===== src/rtl/fetch_if.sv =====
// Instruction-fetch bus: pipeline-side handshake plus instruction-memory port.
// The fetch_request_unit connects through the slave modport; the driver of
// pc/permit/flush and the memory model use the master modport.
interface fetch_if #(
    parameter int WIDTH = 32
);
    logic [WIDTH-1:0] pc;
    logic             permit;
    logic             flush;
    logic             mem_resp;
    logic [WIDTH-1:0] mem_rdata;
    logic             mem_read;
    logic [WIDTH-1:0] mem_address;
    logic [WIDTH-1:0] instr;
    logic             instr_valid;
    logic             stall;

    modport master (
        output pc, permit, flush, mem_resp, mem_rdata,
        input  mem_read, mem_address, instr, instr_valid, stall
    );

    modport slave (
        input  pc, permit, flush, mem_resp, mem_rdata,
        output mem_read, mem_address, instr, instr_valid, stall
    );
endinterface


===== src/rtl/fetch_request_unit.sv =====
// Instruction-fetch request sequencer (IF stage, after blocking_unit).
// Issues one memory read per permitted fetch, holds the address until the
// response, returns the word with a one-cycle instr_valid pulse, and drains
// responses of fetches cancelled by a redirect.
// Optional feature: define FETCH_LINE_BUF_EN to add a one-entry reuse buffer
// that serves a repeated fetch of the last delivered address without memory.
module fetch_request_unit #(
    parameter int WIDTH = 32
) (
    input  logic   clk,
    input  logic   rst,
    fetch_if.slave bus
);
    localparam logic [1:0] IDLE  = 2'd0;
    localparam logic [1:0] BUSY  = 2'd1;
    localparam logic [1:0] DRAIN = 2'd2;

    logic [1:0] state;
    logic [1:0] state_nxt;
    logic       hit;
    logic       start;
    logic       reuse;
    logic       deliver;

`ifdef FETCH_LINE_BUF_EN
    logic [WIDTH-1:0] buf_tag;
    logic [WIDTH-1:0] buf_data;
    logic             buf_valid;

    assign hit = buf_valid && (bus.pc == buf_tag);
`else
    assign hit = 1'b0;
`endif

    // A fetch goes to memory only when the reuse buffer cannot serve it.
    assign start   = (state == IDLE) && bus.permit && !bus.flush && !hit;
    assign reuse   = (state == IDLE) && bus.permit && !bus.flush && hit;
    assign deliver = (state == BUSY) && bus.mem_resp && !bus.flush;

    // The PC must hold while a fetch is outstanding or about to be issued.
    assign bus.stall = (state != IDLE) || start;

    // Next-state decode; responses seen in IDLE are ignored.
    always_comb begin
        state_nxt = state;
        case (state)
            IDLE:    if (start) state_nxt = BUSY;
            BUSY: begin
                if (bus.mem_resp)   state_nxt = IDLE;
                else if (bus.flush) state_nxt = DRAIN;
            end
            DRAIN:   if (bus.mem_resp) state_nxt = IDLE;
            default: state_nxt = IDLE;
        endcase
    end

    // State, request and delivery registers; mem_read is a flop, not a decode.
    always_ff @(posedge clk or posedge rst) begin
        if (rst) begin
            state           <= IDLE;
            bus.mem_read    <= 1'b0;
            bus.mem_address <= '0;
            bus.instr       <= '0;
            bus.instr_valid <= 1'b0;
        end else begin
            state           <= state_nxt;
            bus.mem_read    <= (state_nxt != IDLE);
            bus.instr_valid <= deliver || reuse;
            if (start) begin
                bus.mem_address <= bus.pc;
            end
            if (deliver) begin
                bus.instr <= bus.mem_rdata;
            end
`ifdef FETCH_LINE_BUF_EN
            else if (reuse) begin
                bus.instr <= buf_data;
            end
`endif
        end
    end

`ifdef FETCH_LINE_BUF_EN
    // Buffer valid bit: set by the first delivery, cleared only by reset.
    always_ff @(posedge clk or posedge rst) begin
        if (rst) begin
            buf_valid <= 1'b0;
        end else if (deliver) begin
            buf_valid <= 1'b1;
        end
    end

    // Buffer tag and data follow every non-discarded delivery.
    always_ff @(posedge clk) begin
        if (deliver) begin
            buf_tag  <= bus.mem_address;
            buf_data <= bus.mem_rdata;
        end
    end
`endif
endmodule


===== src/flat_wrapper.sv =====
// flat-port wrapper written by rule: the top's interface ports become plain ports
module fetch_request_unit_flat 
#(
    parameter int WIDTH = 32
)
  (clk, rst, bus_pc, bus_permit, bus_flush, bus_mem_resp, bus_mem_rdata, bus_mem_read, bus_mem_address, bus_instr, bus_instr_valid, bus_stall);
  fetch_if #(.WIDTH(WIDTH)) bus_i ();
  input  logic clk;
  input  logic rst;
  input wire logic [$bits(bus_i.pc)-1:0] bus_pc;
  input wire logic [$bits(bus_i.permit)-1:0] bus_permit;
  input wire logic [$bits(bus_i.flush)-1:0] bus_flush;
  input wire logic [$bits(bus_i.mem_resp)-1:0] bus_mem_resp;
  input wire logic [$bits(bus_i.mem_rdata)-1:0] bus_mem_rdata;
  output wire logic [$bits(bus_i.mem_read)-1:0] bus_mem_read;
  output wire logic [$bits(bus_i.mem_address)-1:0] bus_mem_address;
  output wire logic [$bits(bus_i.instr)-1:0] bus_instr;
  output wire logic [$bits(bus_i.instr_valid)-1:0] bus_instr_valid;
  output wire logic [$bits(bus_i.stall)-1:0] bus_stall;
  assign bus_i.pc = bus_pc;
  assign bus_i.permit = bus_permit;
  assign bus_i.flush = bus_flush;
  assign bus_i.mem_resp = bus_mem_resp;
  assign bus_i.mem_rdata = bus_mem_rdata;
  assign bus_mem_read = bus_i.mem_read;
  assign bus_mem_address = bus_i.mem_address;
  assign bus_instr = bus_i.instr;
  assign bus_instr_valid = bus_i.instr_valid;
  assign bus_stall = bus_i.stall;
  fetch_request_unit #(.WIDTH(WIDTH)) u_core (.clk(clk), .rst(rst), .bus(bus_i));
endmodule

===== config.mk =====
export PLATFORM = sky130hd
export DESIGN_NAME = fetch_request_unit_flat
export DESIGN_NICKNAME = d
export VERILOG_FILES = /design/src/rtl/fetch_if.sv /design/src/rtl/fetch_request_unit.sv /design/src/flat_wrapper.sv
export SDC_FILE = /design/constraint.sdc
export NUM_CORES = 1
export LEC_CHECK = 0
export BUFFER_PORTS_ARGS = -buffer_cell sky130_fd_sc_hd__buf_2
export CAP_MARGIN = 10
export CORE_MARGIN = 2
export CORE_UTILIZATION = 42
export CTS_BUF_LIST = sky130_fd_sc_hd__clkbuf_8
export CTS_CLUSTER_DIAMETER = 150
export DETAILED_ROUTE_END_ITERATION = 7
export GPL_TIMING_DRIVEN = 0
export MAX_ROUTING_LAYER = met4
export PLACE_DENSITY = 0.77
export SLEW_MARGIN = 0
export SYNTH_ARGS = -nofsm -noshare
export SYNTH_HDL_FRONTEND = slang
export SYNTH_SLANG_ARGS = --single-unit

===== constraint.sdc =====
create_clock -name clk -period 1.9 [get_ports clk]
set_input_delay 0.285 -clock clk [delete_from_list [all_inputs] [get_ports clk]]
set_output_delay 0.285 -clock clk [all_outputs]
set_load 0.01 [all_outputs]

==> results.py <==
metrics = {
    "detailed_routing": {
        "detailroute.via_count": 1760,
        "drt-vias-per-instance": 4.61,
        "routed_wire_length_per_instance_um": 13.5,
        "detail_route.drc_violations": 0,
        "drt_iter0_markers": 29,
        "total_wire_length_after_detailed_routing_um": 5150,
        "antenna_left": 0,
        "detailedRoute.firstPassIterationCount": 4,
    },
    "synthesis": {
        "avgSynthCellArea_sq_um": 17.6,
        "largest_family_of_logic_cells_by_synthesized_area": "multiplexers",
        "synth-adder-area-share_pct": 0,
        "yosys_warnings": 0,
        "yosys.area_share.simple_pct": 2.48,
        "mappedNetlistArea_sq_um": 2730,
        "synth_fp_nets": 224,
        "synth.distinct_cells": 18,
        "synth_compound_area_share_pct": 0.917,
        "fraction_of_synthesized_area_in_multiplexers_pct": 30.4,
        "ys_seq_elements": 68,
        "post_synth_xor_area_fraction_pct": 0.321,
        "synth.yosys.seq_area_share_pct": 62.4,
        "syn_inst": 155,
    },
    "setup_path": {
        "worstSetupStartpointType": "flop",
        "cp_max_fo": 10,
        "crit_required_ns": 2.11,
        "crit_type": "flop to flop",
        "end_kind": "flop",
        "critical_path_arrival_ns": 1.89,
    },
    "pwr": {
        "total_leakage_power_nw": 1.90,
        "power.density_cell_area_nw_per_um2": 1120,
        "maximum_vdd_drop_mv": 0.523,
    },
    "cts": {
        "clock_tree.buffer_depth": 2,
        "cts_num_sinks": 68,
        "cts_made_buffers": 9,
        "postCtsSetupBuffers": 0,
        "resize_count_post_cts": 0,
        "tritoncts": "done",
        "ctsHoldBuffers": 0,
        "cts.root.buffer_cell": "sky130_fd_sc_hd__clkbuf_8",
        "htree_num_levels": 3,
        "cts.clk_slew.worst_paths_ns": 0.07,
        "clkLatencyLatePin_ns": 0.33,
    },
    "global_routing": {
        "grt_busiest_layer": "met2",
        "gr-usage-met1_pct": 19.0,
        "met2_usage_pct": 25.8,
        "grt_remaining_overflow": 0,
        "grt_antenna_before_repair": 0,
        "grtUsageMet3_pct": 4.03,
        "grt_start_max_net_pins": 36,
        "grt_first_pass_wirelength_um": 8690,
        "global_route.usage.total_pct": 16.0,
        "first_global_vias": 1847,
    },
    "cells_and_area": {
        "layout_common_cells": "sky130_fd_sc_hd__buf_2 (137), sky130_fd_sc_hd__dfrtp_1 (68), sky130_fd_sc_hd__mux2_2 (32)",
        "antennaDiodeCount": 0,
        "area.growth.synth_to_final_pct": 34.9,
        "share_of_post_route_cells_with_drive_strength_above_1_pct": 72.5,
        "mostFrequentLayoutCell": "sky130_fd_sc_hd__buf_2",
        "fill_cells": 547,
        "finalNetCount": 371,
        "final_area_sq_um": 3680,
    },
    "placement": {
        "place_congestion": 0.705,
        "detailedPlacementHpwl_um": 3860,
        "numPortBuffers": 135,
        "placedInstanceArea_sq_um": 3520,
    },
    "sta": {
        "timing.clock.skew_ns": 0.00728,
        "timing.final.crit_share_pct": 88.7,
        "grt_setup_unrepaired": "false",
        "min_period_ns": 1.68,
        "holdWs_ns": 0.0755,
        "setup_total_negative_slack_ns": 0,
        "timing.fmax_ghz": 0.594,
        "drv_slew": 0,
        "timing.max_slew.rel_slack_pct": 50.8,
        "setup_violations": 0,
        "tightest_slew_ns": 0.737,
        "hold_viol": 0,
    },
    "run_status": {
        "result_of_the_run": "completed",
    },
    "die": {
        "initial_utilization_pct": 43.2,
        "num_io_pins": 136,
        "chipWidth_um": 84.6,
        "floorplan.core_area_sq_um": 6310,
        "rows": 29,
        "floorplan.die.height_um": 84.6,
        "die-area_sq_um": 7160,
    },
    "job": {
        "cap_viol_max_count": 0,
    },
    "hold_path": {
        "timing.hold.worst.class": "input port to async pin",
    },
}
## sequential cells by signal (all words and copies together) (netlist names)
name / count
u_core.bus.instr: 32
u_core.bus.mem_address: 32
u_core.state: 2
u_core.bus.instr_valid: 1
u_core.bus.mem_read: 1
## critical path, cell delays in order (launching register included)
cell and delay, ns:
sky130_fd_sc_hd__dfrtp_1 0.37, sky130_fd_sc_hd__buf_6 0.13, sky130_fd_sc_hd__nor4b_4 0.49, sky130_fd_sc_hd__buf_6 0.25, sky130_fd_sc_hd__mux2_4 0.31
## layer usage
| metal | part of all wire [%] | vias up | routed length (um) |
|---|---|---|---|
| met3 | 7.9 | 9 | 407 |
| met1 | 41 | 841 | 2130 |
| li1 | - | 827 | - |
| met5 | 0 | - | 0 |
| met2 | 49 | 83 | 2520 |
| met4 | 1.7 | 0 | 85 |
## cells by family after synthesis
kind of cell | Yosys count
AOI/OAI and AO/OA | 4
xor gates and xnor gates | 1
buffers and inverters | 11
DFF | 68
muxes | 64
and+or+nand+nor | 7
## synthesized netlist by cell type, drive strengths merged
cell type / instances / area, sq um
o21bai: 1 / 7.51
a211oi: 1 / 7.51
nand2b: 2 / 12.5
o21ai: 1 / 5.00
nor4b: 1 / 23.8
xnor2: 1 / 8.76
a21oi: 1 / 5.00
dfrtp: 68 / 1700
buf: 9 / 88.8
or2b: 1 / 7.51
nand3b: 1 / 7.51
and4bb: 1 / 12.5
nor2: 1 / 3.75
mux2: 64 / 830
inv: 2 / 7.51
## power breakdown
group,total [mW],leakage (nW),internal [mW],switching (mW)
registers,1.99,0.816,1.82,0.175
clock network,0.964,0.0890,0.483,0.482
logic,1.18,0.991,0.674,0.505
## path summary, 6_finish.rpt
| check | startpoint | to | slack [ns] | cells after the start |
|---|---|---|---|---|
| worst max-delay path | u_core.state[1] | u_core.bus.mem_address[27] | 0.22 | 4 |
| min in group clk | bus_mem_resp | u_core.state[1] | 0.15 | 2 |
| max in group asynchronous | rst | u_core.bus.mem_address[6] | 1.23 | 3 |
| worst max register to register | u_core.state[1] | u_core.bus.mem_address[27] | 0.22 | 4 |
| worst min-delay path | rst | u_core.bus.instr[13] | 0.08 | 2 |
| worst min register to register | u_core.bus.instr[6] | u_core.bus.instr[6] | 0.49 | 1 |
## cell type report
cell class	count	area [sq um]	share of cell area [%]
plain buffers	9	88.8	2.41
clock buffers	10	138	3.74
clock inverters	4	18.8	0.510
inverters	2	11.3	0.306
multi-input cells	76	931	25.3
flip-flops and latches	68	1700	46.2
well taps	77	96.3	2.62
repair buffers	136	696	18.9
## metrics by stage
step | power (mW) | cells | utilization (%) | setup slack, ns
2_1_floorplan | 2.69 | 155 | - | 0.345
3_3_place_gp | 3.17 | 367 | 55.5 | 0.207
4_1_cts | 4.21 | 382 | 58.3 | 0.188
3_5_place_dp | 3.22 | 368 | 55.8 | 0.194
6_report | 4.13 | 382 | 58.3 | 0.215
5_1_grt | 4.41 | 382 | 58.3 | 0.135
(Power assumes the default switching activity.)
